### src/rtl/seq_divider_if.sv
// -----------------------------------------------------------------------------
// seq_divider_if
// Start/done handshake bundle for the sequential restoring divider.
//   start       : request, taken when the divider is not busy
//   dividend    : unsigned numerator, sampled on the accepting edge
//   divisor     : unsigned denominator, sampled on the accepting edge
//   busy        : an operation is in progress
//   done        : one-cycle completion pulse; results valid from here on
//   quotient    : unsigned quotient (all ones on divide-by-zero)
//   remainder   : unsigned remainder (dividend on divide-by-zero)
//   div_by_zero : the last accepted divisor was zero
// Modports: master = requester, slave = divider.
// -----------------------------------------------------------------------------
interface seq_divider_if #(
    parameter int WIDTH = 8
);
    logic             start;
    logic [WIDTH-1:0] dividend;
    logic [WIDTH-1:0] divisor;
    logic             busy;
    logic             done;
    logic [WIDTH-1:0] quotient;
    logic [WIDTH-1:0] remainder;
    logic             div_by_zero;

    modport master (
        output start, dividend, divisor,
        input  busy, done, quotient, remainder, div_by_zero
    );

    modport slave (
        input  start, dividend, divisor,
        output busy, done, quotient, remainder, div_by_zero
    );
endinterface

### src/rtl/seq_divider.sv
// -----------------------------------------------------------------------------
// seq_divider
// Unsigned sequential restoring divider, one quotient bit per clock.
// An accepted request takes WIDTH clocks; a zero divisor completes on the
// accepting edge with quotient = all ones, remainder = dividend.
// Ports:
//   clk   : system clock, rising edge
//   rst_n : asynchronous active-low reset
//   bus   : seq_divider_if slave modport (start/operands in, status/results out)
// -----------------------------------------------------------------------------
module seq_divider #(
    parameter int WIDTH = 8
) (
    input  logic          clk,
    input  logic          rst_n,
    seq_divider_if.slave  bus
);
    localparam int CW = $clog2(WIDTH + 1);

    localparam logic [1:0] S_IDLE = 2'd0;
    localparam logic [1:0] S_RUN  = 2'd1;
    localparam logic [1:0] S_DONE = 2'd2;

    logic [1:0]       r_state;
    logic [CW-1:0]    r_count;
    // Partial remainder A. After every restoring step A < D, so the top bit of
    // the (WIDTH+1)-bit remainder is always zero and only the trial
    // subtraction needs the extra bit.
    logic [WIDTH-1:0] r_a;
    logic [WIDTH-1:0] r_q;
    logic [WIDTH-1:0] r_d;
    logic             r_busy;
    logic             r_done;
    logic             r_dbz;
    logic [WIDTH-1:0] r_quot;
    logic [WIDTH-1:0] r_rem;

    logic             w_accept;
    logic [WIDTH:0]   w_a_shift;
    logic [WIDTH:0]   w_trial;
    logic             w_fits;
    logic [WIDTH-1:0] w_a_next;
    logic [WIDTH-1:0] w_q_next;

    // Start is only looked at when no operation is running.
    assign w_accept = bus.start && (r_state != S_RUN);

    // One restoring iteration on {A,Q} shifted left by one.
    always_comb begin
        w_a_shift = {r_a, r_q[WIDTH-1]};
        w_trial   = w_a_shift - {1'b0, r_d};
        w_fits    = ~w_trial[WIDTH];
        w_a_next  = w_fits ? w_trial[WIDTH-1:0] : w_a_shift[WIDTH-1:0];
        w_q_next  = {r_q[WIDTH-2:0], w_fits};
    end

    always_ff @(posedge clk or negedge rst_n) begin
        if (!rst_n) begin
            r_state <= S_IDLE;
            r_count <= '0;
            r_a     <= '0;
            r_q     <= '0;
            r_d     <= '0;
            r_busy  <= 1'b0;
            r_done  <= 1'b0;
            r_dbz   <= 1'b0;
            r_quot  <= '0;
            r_rem   <= '0;
        end else begin
            r_done <= 1'b0;
            case (r_state)
                S_RUN: begin
                    r_a     <= w_a_next;
                    r_q     <= w_q_next;
                    r_count <= r_count - CW'(1);
                    if (r_count == CW'(1)) begin
                        r_state <= S_DONE;
                        r_busy  <= 1'b0;
                        r_done  <= 1'b1;
                        r_quot  <= w_q_next;
                        r_rem   <= w_a_next;
                    end
                end
                default: begin
                    // IDLE and DONE both accept; DONE falls back to IDLE otherwise.
                    if (w_accept) begin
                        r_q   <= bus.dividend;
                        r_d   <= bus.divisor;
                        r_a   <= '0;
                        r_dbz <= 1'b0;
                        if (bus.divisor != '0) begin
                            r_state <= S_RUN;
                            r_count <= CW'(WIDTH);
                            r_busy  <= 1'b1;
                        end else begin
                            // Zero divisor: result is ready immediately.
                            r_state <= S_DONE;
                            r_count <= '0;
                            r_done  <= 1'b1;
                            r_dbz   <= 1'b1;
                            r_quot  <= '1;
                            r_rem   <= bus.dividend;
                        end
                    end else begin
                        r_state <= S_IDLE;
                    end
                end
            endcase
        end
    end

    assign bus.busy        = r_busy;
    assign bus.done        = r_done;
    assign bus.quotient    = r_quot;
    assign bus.remainder   = r_rem;
    assign bus.div_by_zero = r_dbz;

endmodule

### src/flat_wrapper.sv
// flat-port wrapper written by rule: the top's interface ports become plain ports
module seq_divider_flat 
#(
    parameter int WIDTH = 8
)
  (clk, rst_n, bus_start, bus_dividend, bus_divisor, bus_busy, bus_done, bus_quotient, bus_remainder, bus_div_by_zero);
  seq_divider_if #(.WIDTH(WIDTH)) bus_i ();
  input  logic clk;
  input  logic rst_n;
  input wire logic [$bits(bus_i.start)-1:0] bus_start;
  input wire logic [$bits(bus_i.dividend)-1:0] bus_dividend;
  input wire logic [$bits(bus_i.divisor)-1:0] bus_divisor;
  output wire logic [$bits(bus_i.busy)-1:0] bus_busy;
  output wire logic [$bits(bus_i.done)-1:0] bus_done;
  output wire logic [$bits(bus_i.quotient)-1:0] bus_quotient;
  output wire logic [$bits(bus_i.remainder)-1:0] bus_remainder;
  output wire logic [$bits(bus_i.div_by_zero)-1:0] bus_div_by_zero;
  assign bus_i.start = bus_start;
  assign bus_i.dividend = bus_dividend;
  assign bus_i.divisor = bus_divisor;
  assign bus_busy = bus_i.busy;
  assign bus_done = bus_i.done;
  assign bus_quotient = bus_i.quotient;
  assign bus_remainder = bus_i.remainder;
  assign bus_div_by_zero = bus_i.div_by_zero;
  seq_divider #(.WIDTH(WIDTH)) u_core (.clk(clk), .rst_n(rst_n), .bus(bus_i));
endmodule
### config.mk
export PLATFORM = sky130hd
export DESIGN_NAME = seq_divider_flat
export DESIGN_NICKNAME = d
export VERILOG_FILES = /design/src/rtl/seq_divider_if.sv /design/src/rtl/seq_divider.sv /design/src/flat_wrapper.sv
export SDC_FILE = /design/constraint.sdc
export NUM_CORES = 1
export LEC_CHECK = 0
export CAP_MARGIN = 20
export CORE_MARGIN = 1.5
export CORE_UTILIZATION = 50
export DETAILED_ROUTE_END_ITERATION = 10
export PLACE_DENSITY = 0.76
export SYNTH_ARGS = -nofsm -noshare
export SYNTH_HDL_FRONTEND = slang
export SYNTH_SLANG_ARGS = --single-unit
### constraint.sdc
create_clock -name clk -period 5.4 [get_ports clk]
set_input_delay 0.81 -clock clk [delete_from_list [all_inputs] [get_ports clk]]
set_output_delay 0.81 -clock clk [all_outputs]
set_load 0.005 [all_outputs]
==> flow_results.org <==
** Placed design
- Final HPWL DP :: 4.001 mm
- Cell Count Post-Placement :: 351
- Port-buffer cells :: 37
- Post-place setup slack :: 1604 ps
- Post-placement cell area :: 2994 um^2
- Routability congestion estimate from global placement :: 0.8058

** Yosys
- Of all cell types, the one taking the most synthesized area is sky130_fd_sc_hd__dfrtp_1.
- Number of library cell types mapped by synthesis :: 40
- Of the synthesized area, sequential elements account for 0.4741.
- For this run, the number of Yosys warnings is 0.
- #FFs+latches synth :: 49
- Post-synthesis instance total :: 258
- In the synthesized netlist the dominant register cell turns out to be sky130_fd_sc_hd__dfrtp_1.
- Counting flops with a built-in enable in the synthesized netlist gives 0.
- Leading cell types by total area after synthesis :: sky130_fd_sc_hd__dfrtp_1 47%, sky130_fd_sc_hd__a21oi_1 5.4%, sky130_fd_sc_hd__mux2i_1 5.0%
- Synth top area share :: 0.4741
- Synth Cell Area :: 2586 um^2
- Counting flops with an async set or reset pin after synthesis yields a share of 1.000.
- Total nets after synthesis :: 288
- Average footprint of a synthesized cell :: 10.02 um^2

** Final layout
- Filler cells :: 403
- In the final design database the tool counted 322 nets.
- Most frequent cells in the layout :: 49 x sky130_fd_sc_hd__dfrtp_1, 36 x sky130_fd_sc_hd__clkdlybuf4s50_1, 28 x sky130_fd_sc_hd__a21oi_1
- Sequential Area :: 1226 um^2
- From synthesis to final layout, the design area changed by 20.03%.
- Leaving out fill and tap cells, the most frequent cell in the layout is sky130_fd_sc_hd__dfrtp_1.
- Area of all placed cells without fillers :: 3104 um^2
- Antenna diode instance count :: 0
- Leaving out filler cells and counting taps, the final layout contains 359.
- Total area of multi-input combinational cells :: 1251 um^2
- In the final layout, the share of cells above drive strength 1 is 0.1164.

** Floorplanning
- Area of the core region :: 4848 um^2
- Site Rows :: 25
- 38 I/O pins were placed.
- DIE WIDTH :: 74.92 um
- The die covers 5613 um^2.
- The floorplan step set the die height to 74.92 um.
- Initial core utilization :: 0.5334

** STA
- Achievable clock frequency :: 285.5 MHz
- The worst pin sits at a relative slew slack of 0.3783.
- Post-route clock skew :: 9.845 ps
- The clock period could shrink to 3503 ps.
- Dividing the final minimum period by the clock period gives 0.6487.
- Final setup TNS :: 0 ps
- # setup viols final :: 0
- RSZ-0062 raised after global routing :: false
- Count of final hold-check violations :: 0
- After layout, the worst setup slack is 1897 ps.
- Number of pins with negative max-slew slack in the final report :: 0
- For the pin with the worst max-slew slack, the measured transition is 932.6 ps.

** Pwr
- Internal Pwr Total :: 1.139 mW
- Maximum resistive drop on vdd :: 365.7 uV
- Share of power burned in registers :: 0.317
- Combinational power share :: 0.570
- The share of total power dissipated in the clock network is 0.113.
- Cell Pwr Density :: 634.0 nW/um^2
- Switching power total :: 0.8289 mW
- Share of total power consumed by net switching :: 0.4212
- Leakage component of the power :: 1.352 nW
- The design draws 1.968 mW.

** GRT
- Entering global routing, the biggest net connects 50 pins.
- Initial antenna violation count :: 0
- The first global-routing pass estimated 9.170 mm of wire.
- Overall overflow remaining after global route :: 0
- Global-route usage over all layers :: 0.2211
- Via count of the first global-routing pass :: 1883

** CTS
- Gates resized during post-CTS repair numbered 0.
- After clock tree synthesis, the clock-pin slew on the worst setup and hold paths is 90 ps.
- Clock Sinks :: 49
- In this run the post-CTS setup repair buffer count came out at 0.
- The clock passes through at most 2 buffers.
- Total CTS buffers :: 5
- TritonCTS clock tree :: yes
- Clock tree root buffer cell :: sky130_fd_sc_hd__clkbuf_8
- Count of hold buffers inserted by post-cts repair :: 0
- Clock network latency to the later pin of the worst-skew pair :: 300 ps
- CTS H-tree lvls :: 2

** Drt
- Once detail routing completed, the nets flagged for antenna violations numbered 0.
- The detailed router finished its first iteration with 114 violations.
- Aggregate routed wire length :: 5.663 mm
- The pre-antenna-repair detailed-routing pass consisted of 4 iterations.
- The final route contains 1997 vias.
- DR WL/cell :: 15.77 um
- DR vias/cell :: 5.563
- For this run, design rule violations remaining after detail routing come to 0.

** Setup path
- The critical path is of the primary input to flop type.
- The setup check on the worst reg-to-reg path leaves a slack of 2100 ps.
- The worst setup path is launched from a primary input.
- Data on the critical path is required at its endpoint by 5590 ps.
- Maximum fanout along the worst path :: 25
- Worst-case reg-to-reg path depth :: 10
- Endpoint type of the worst setup path :: flop
- Data on the critical path arrives at its endpoint at 3700 ps.

** Min path
- The path class of the tightest hold or removal check is primary input to asynchronous set/reset pin.

** Outcome
- The run finished with clean final reports.

** Job
- Number of violations of the max-capacitance limit :: 0
## worst max-delay path, cell delays in order
cell	delay [ps]
sky130_fd_sc_hd__clkdlybuf4s50_1	1040
sky130_fd_sc_hd__nand4_1	520
sky130_fd_sc_hd__nand2_1	790
sky130_fd_sc_hd__nor2_1	80
sky130_fd_sc_hd__a31o_2	230
sky130_fd_sc_hd__a211o_1	220
## stage by stage
step	utilization	hold WS [ps]
detailed placement	0.6175	484.8
global placement	0.6175	465.0
finish	0.6403	332.8
global route	0.6403	324.0
CTS	0.6361	505.5
floorplan	-	470.0
## synthesized netlist by cell type, types with 6 or more instances
library cell               count
sky130_fd_sc_hd__nand3b_1      6
sky130_fd_sc_hd__a21oi_1      28
sky130_fd_sc_hd__nor2_1       27
sky130_fd_sc_hd__nand2_1      14
sky130_fd_sc_hd__clkbuf_1     12
sky130_fd_sc_hd__mux2_2        9
sky130_fd_sc_hd__ha_1         10
sky130_fd_sc_hd__a211oi_2      6
sky130_fd_sc_hd__mux2i_1      13
sky130_fd_sc_hd__dfrtp_1      49
sky130_fd_sc_hd__inv_1        14
sky130_fd_sc_hd__nor3_1        9
sky130_fd_sc_hd__o21ai_0      17
## layout make-up
| cell class | count | share of cell area |
|---|---|---|
| multi-input combinational | 182 | 0.4031 |
| sequential | 49 | 0.3950 |
| timing repair buffer | 40 | 0.1290 |
| tap | 67 | 0.02701 |
| clock buffer | 6 | 0.02660 |
| inverter | 14 | 0.01693 |
| clock inverter | 1 | 0.002418 |
## metal layers
metal  vias to the layer above  routed length [um]  GRT usage
met3                        10                 284    0.04284
met2                        48                2684     0.3324
met5                         -                   0          0
met4                         0                  99    0.09293
li1                        979                   -          -
met1                       960                2593     0.3142
## power by group through the flow
stage,registers [mW],logic [mW],clock network (mW)
floorplan,0.609,0.849,0
global placement,0.625,1.08,0
detailed placement,0.628,1.12,0
CTS,0.622,1.12,0.231
global route,0.641,1.24,0.244
finish,0.624,1.12,0.223
## registers in the layout, indices dropped and copies added (netlist names)
signal                  count
u_core.r_state              2
u_core.r_q                  8
u_core.bus.done             1
u_core.bus.div_by_zero      1
u_core.r_count              4
u_core.bus.quotient         8
u_core.bus.remainder        8
u_core.bus.busy             1
u_core.r_d                  8
u_core.r_a                  8
## worst paths after layout
kind | from | end
setup / recovery | bus_start | u_core.bus.remainder[7]$_DFFE_PN0P_
hold / removal | rst_n | u_core.r_d[1]$_DFFE_PN0P_
setup reg to reg | u_core.r_q[7]$_DFFE_PN0P_ | u_core.bus.remainder[0]$_DFFE_PN0P_
hold reg to reg | u_core.bus.busy$_DFFE_PN0P_ | u_core.bus.busy$_DFFE_PN0P_
max in group asynchronous | rst_n | u_core.r_count[0]$_DFFE_PN0P_
min in group clk | u_core.bus.busy$_DFFE_PN0P_ | u_core.bus.busy$_DFFE_PN0P_
## kinds of logic (layout without fill, tap and decap cells)
group                      Yosys count  in the layout  share of synthesized area
and+or+nand+nor                     77             77                     0.1490
AOI/OAI and AO/OA                   67             67                     0.1722
DFF                                 49             49                     0.4741
buffers and inverters               27             61                    0.04209
muxes                               22             22                    0.08950
adders and majority gates           11             11                    0.05612
xor gates and xnor gates             5              5                    0.01693
No activity file was read; power rests on OpenSTA's default activity.
==> patch 1: new RTL, same settings <==
`WIDTH` is set to 8 in 3 places; all go to 32.
--- a/src/rtl/seq_divider_if.sv
+++ b/src/rtl/seq_divider_if.sv
@@ -12,7 +12,7 @@
 // Modports: master = requester, slave = divider.
 // -----------------------------------------------------------------------------
 interface seq_divider_if #(
-    parameter int WIDTH = 8
+    parameter int WIDTH = 32
 );
     logic             start;
     logic [WIDTH-1:0] dividend;
--- a/src/rtl/seq_divider.sv
+++ b/src/rtl/seq_divider.sv
@@ -9,7 +9,7 @@
 //   bus   : seq_divider_if slave modport (start/operands in, status/results out)
 // -----------------------------------------------------------------------------
 module seq_divider #(
-    parameter int WIDTH = 8
+    parameter int WIDTH = 32
 ) (
     input  logic          clk,
     input  logic          rst_n,
--- a/src/flat_wrapper.sv
+++ b/src/flat_wrapper.sv
@@ -1,7 +1,7 @@
 // flat-port wrapper written by rule: the top's interface ports become plain ports
 module seq_divider_flat 
 #(
-    parameter int WIDTH = 8
+    parameter int WIDTH = 32
 )
   (clk, rst_n, bus_start, bus_dividend, bus_divisor, bus_busy, bus_done, bus_quotient, bus_remainder, bus_div_by_zero);
   seq_divider_if #(.WIDTH(WIDTH)) bus_i ();
Interface: changed (resized bus_dividend, bus_divisor, bus_quotient and bus_remainder); port bits go from 38 to 134. No check against the original RTL was run, so the function may have changed too.
==> patch 1 against the original RTL <==
- clock skew is 1.1 ps higher
- critical path type is now reg -> reg
- via count rose to 3.6 times the old value
- cell count grew to 3.5 times the old value
- total power increased to 4.5 times the old value
- maximum frequency fell by 13%
- global-route usage increased by 3.3 points
- worst setup slack got worse by 550 ps
- design area rose to 3.6 times the old value
- combinational power increased to 4.6 times the old value
- clock power grew to 5.7 times the old value
- wire length rose to 4.0 times the old value
- area after synthesis rose to 3.5 times the old value
- critical endpoint is now u_core.r_a[25]
- sequential cell count grew 122
==> patch 1: results (changes against the original RTL) <==
[status]
status = finished, final reports clean

[global_routing]
grt_pass1_vias = 6932  ; +270%
grt_max_degree = 87  ; +74%
grt_pass1_wl_microns = 36800  ; +300%
grt_use_total_pct = 25.4  ; +3.3 points

[detailed_routing]
totalWireLength_microns = 22900  ; +300%
wl_met2_microns = 9660  ; +260%
vias = 7256  ; +260%
drt_iter0_markers = 633  ; +460%
viasPerCell = 5.70  ; +2.5%

[layout]
nNonClkInverters = 44  ; +30
comb.multi_input.count = 651  ; +260%
nNetsFinal = 1132  ; +250%
sh_seq_area_pct = 38.3  ; -1.2 points
buffers = 145  ; +260%
drive_above_1_share_pct = 8.63  ; -3.0 points
n_fill_cell = 1463  ; +260%
fin_util_pct = 62.5  ; -1.6 points
clock_buffers = 20  ; +14
multi_input_area_sq_um = 4420  ; +250%

[placed_design]
place_hpwl_microns = 16000  ; +300%
io_buffers = 133  ; +260%
pre_cts_slack_ps = 1240  ; -359 ps
dp.cells = 1240  ; +250%
place_congestion = 0.904  ; +12%

[clock_tree]
clk-insertion-delay-late_ps = 440  ; +140 ps

[pwr]
pg_clk_mw = 1.28  ; +470%
ir_worst_vdd_mv = 0.404  ; +10%
leakage_nw = 5.03  ; +270%
p_sw_share_pct = 43.6  ; +1.5 points
p_comb_mw = 5.15  ; +360%

[timing]
fin_ws_ps = 1350  ; -545 ps

[critical_path]
critPathSlowestCell = o32ai_1
r2r-end = u_core.r_a[25]

[synthesis]
seq_area_frac_synth_pct = 47.1  ; -0.31 points
synthXorXnorAreaFrac_pct = 2.70  ; +1.0 points
yosys_register_bits = 171  ; +250%
ys_top_cells_by_area = dfrtp_1, mux2i_1, o21ai_0
syn_nets = 1024  ; +260%
synthAdderAreaFrac_pct = 4.90  ; -0.71 points
syn_avg_cell_area_sq_um = 9.85  ; -1.7%

[patch 1: cell count changes after synthesis, sizes merged, moves of 11 or more]
| cell | before | now |
|---|---|---|
| clkbuf | 12 | 46 |
| dfrtp | 49 | 171 |
| mux2i | 13 | 60 |
| o22a | 0 | 32 |
| xor2 | 1 | 16 |
| nand2 | 15 | 104 |
| o21a | 1 | 17 |
| inv | 14 | 44 |
| and3 | 2 | 13 |
| mux2 | 9 | 36 |
| ha | 10 | 34 |
| o21ai | 17 | 115 |
| a21oi | 28 | 68 |
[patch 1: worst max-delay path by stage]
stage	endpoint	cells past startpoint
after CTS	u_core.r_a[25]	15
after floorplan	u_core.bus.remainder[2]	15
after detailed placement	u_core.bus.remainder[5]	11
final	u_core.r_a[25]	15
after global routing	u_core.bus.remainder[15]	15
after global placement	u_core.bus.remainder[4]	11
==> patch 2: new RTL, same flow settings <==
Without the edit above. Make the reset (`rst_n`) synchronous in one clocked block. Comments in the files are not updated.
--- a/src/rtl/seq_divider.sv
+++ b/src/rtl/seq_divider.sv
@@ -54,7 +54,7 @@
         w_q_next  = {r_q[WIDTH-2:0], w_fits};
     end
 
-    always_ff @(posedge clk or negedge rst_n) begin
+    always_ff @(posedge clk) begin
         if (!rst_n) begin
             r_state <= S_IDLE;
             r_count <= '0;
Behaviour: differs if rst_n is asserted again (counterexample within 4 cycles, from zero or initial values and one cycle with rst_n low); with rst_n held inactive, the same outputs for 10 cycles.
==> patch 2 against the original RTL <==
- design area shrank 8.6%
- worst setup slack gained 450 ps
- die area shrank 8.3%
- area after synthesis shrank 8.6%
- highest routed layer unchanged
- sequential cell count is the same
- via count grew 6.0%
- wire length shrank 0.21%
Power is not compared: it rests on default switching activity, and its combinational part moved more than twofold at a synthesized area within 25%.
==> patch 2: results (changes against the original RTL) <==
[clock_tree]
post_cts_resized = 0  ; unchanged
cts_buffers = 5  ; unchanged
clk-insertion-delay-late_ps = 310
path_clk_slew_ps = 90  ; about the same
htree_levels = 2  ; unchanged
cts_buffer_depth = 2  ; unchanged
root_buffer = clkbuf_8
post_cts_buffers = 0  ; unchanged

[timing]
clock_skew_ps = 9.67  ; -0.175 ps
period_minus_slack_ps = 3050  ; -453 ps
setup_viol = 0  ; unchanged
max_slew_margin_pct = 34.6  ; -3.2 points

[synthesis]
ys_top_cells_by_count = dfxtp_1, a21oi_1, nand2_1
synthArstFlopShare_pct = 0  ; -100 points
syn_nets = 313  ; +8.7%
yosys_warnings = 0  ; unchanged
ys_top_cells_by_area = dfxtp_1, a21oi_1, ha_1
synth.distinct_cells = 48  ; +20%
seq_area_frac_synth_pct = 41.5  ; -5.9 points

[global_routing]
grt_pass1_vias = 1987  ; +5.5%
grt_use_total_pct = 23.7  ; +1.6 points
grt_max_degree = 46  ; -8.0%
grt_pass1_wl_microns = 9480  ; +3.4%
antenna_found_initial = 0  ; unchanged

[detailed_routing]
wl_per_cell_microns = 15.4  ; -2.4%
dr.pass1.iters = 7  ; +3
drt_iter0_markers = 107  ; -6.1%
vias = 2117  ; +6.0%

[pwr]
ir_worst_vdd_mv = 0.175
leakage_nw = 1.08

[layout]
insertedDiodeCount = 0  ; unchanged
drive_above_1_share_pct = 5.71  ; -5.9 points
nNetsFinal = 344  ; +6.8%

[critical_path]
cp_top_family = simple AND/OR/NAND/NOR gates
arrival_ps = 3220  ; -480 ps
critPathMaxFanout = 11  ; -56%
critPathSlowestCell = nor2_1
slowest_delay_ps = 770  ; -270 ps

[status]
status = finished, final reports clean

[min_path]
hp-class = reg -> reg

[placed_design]
place_hpwl_microns = 4140  ; +3.4%
pre_cts_slack_ps = 2260  ; +656 ps
io_buffers = 37  ; unchanged
place_congestion = 0.809  ; +0.38%

[patch 2: cells by family (layout without fill, tap and decap cells)]
logic type	Yosys count	count (layout)	share of synthesized area, %
AND/OR/NAND/NOR	93	93	19.0
AO/OA/AOI/OAI	80	80	20.3
flip-flops	49	49	41.5
buffers and inverters	31	63	5.35
multiplexers	13	13	5.56
adder cells (fa/ha/maj)	11	11	6.14
XOR/XNOR	6	6	2.22
[patch 2: worst paths after layout]
check	startpoint	endpoint	slack, ps	cells past startpoint
hold reg to reg	u_core.bus.remainder[6]	u_core.bus.remainder[6]	460	2
setup reg to reg	u_core.r_q[7]	u_core.bus.remainder[7]	2350	10
setup / recovery	u_core.r_q[7]	u_core.bus.remainder[7]	2350	10
hold / removal	u_core.bus.remainder[6]	u_core.bus.remainder[6]	460	2
[patch 2: final cells by class]
class | count | area [sq um]
multi-input combinational | 203 | 1260
inverter | 15 | 56.3
fill | 431 | 1610
sequential | 49 | 981
tap | 52 | 65.1
clock buffer | 5 | 68.8
clock inverter | 3 | 17.5
timing repair buffer | 40 | 393
[patch 2: power by group]
group,switching (mW),internal [mW]
combinational,0.136,0.0984
sequential,0.0168,0.385
clock,0.124,0.0896
total,0.276,0.573
[patch 2: worst min-delay path, cell delays in order, from the launching register on]
cell     delay (ps)
dfxtp_1         320
nand3_1          50
o21ai_1          50
[patch 2: metrics by stage]
stage,util [%],hold slack [ps],std cells,power (mW),cell area (sq um)
global route,63.9,483,367,0.893,2840
global placement,61.9,444,359,0.637,2750
finish,63.9,460,367,0.849,2840
CTS,63.9,464,367,0.851,2840
floorplan,-,436,283,0.577,2360
detailed placement,61.9,451,359,0.640,2750
[patch 2: per-layer routing]
metal  wire [microns]  part of all wire [%]  global-route usage (%)
met3              362                   6.4                    7.59
met2             2530                    45                    34.9
met4              110                   1.9                    9.64
met5                0                     0                       0
met1             2650                    47                    32.2
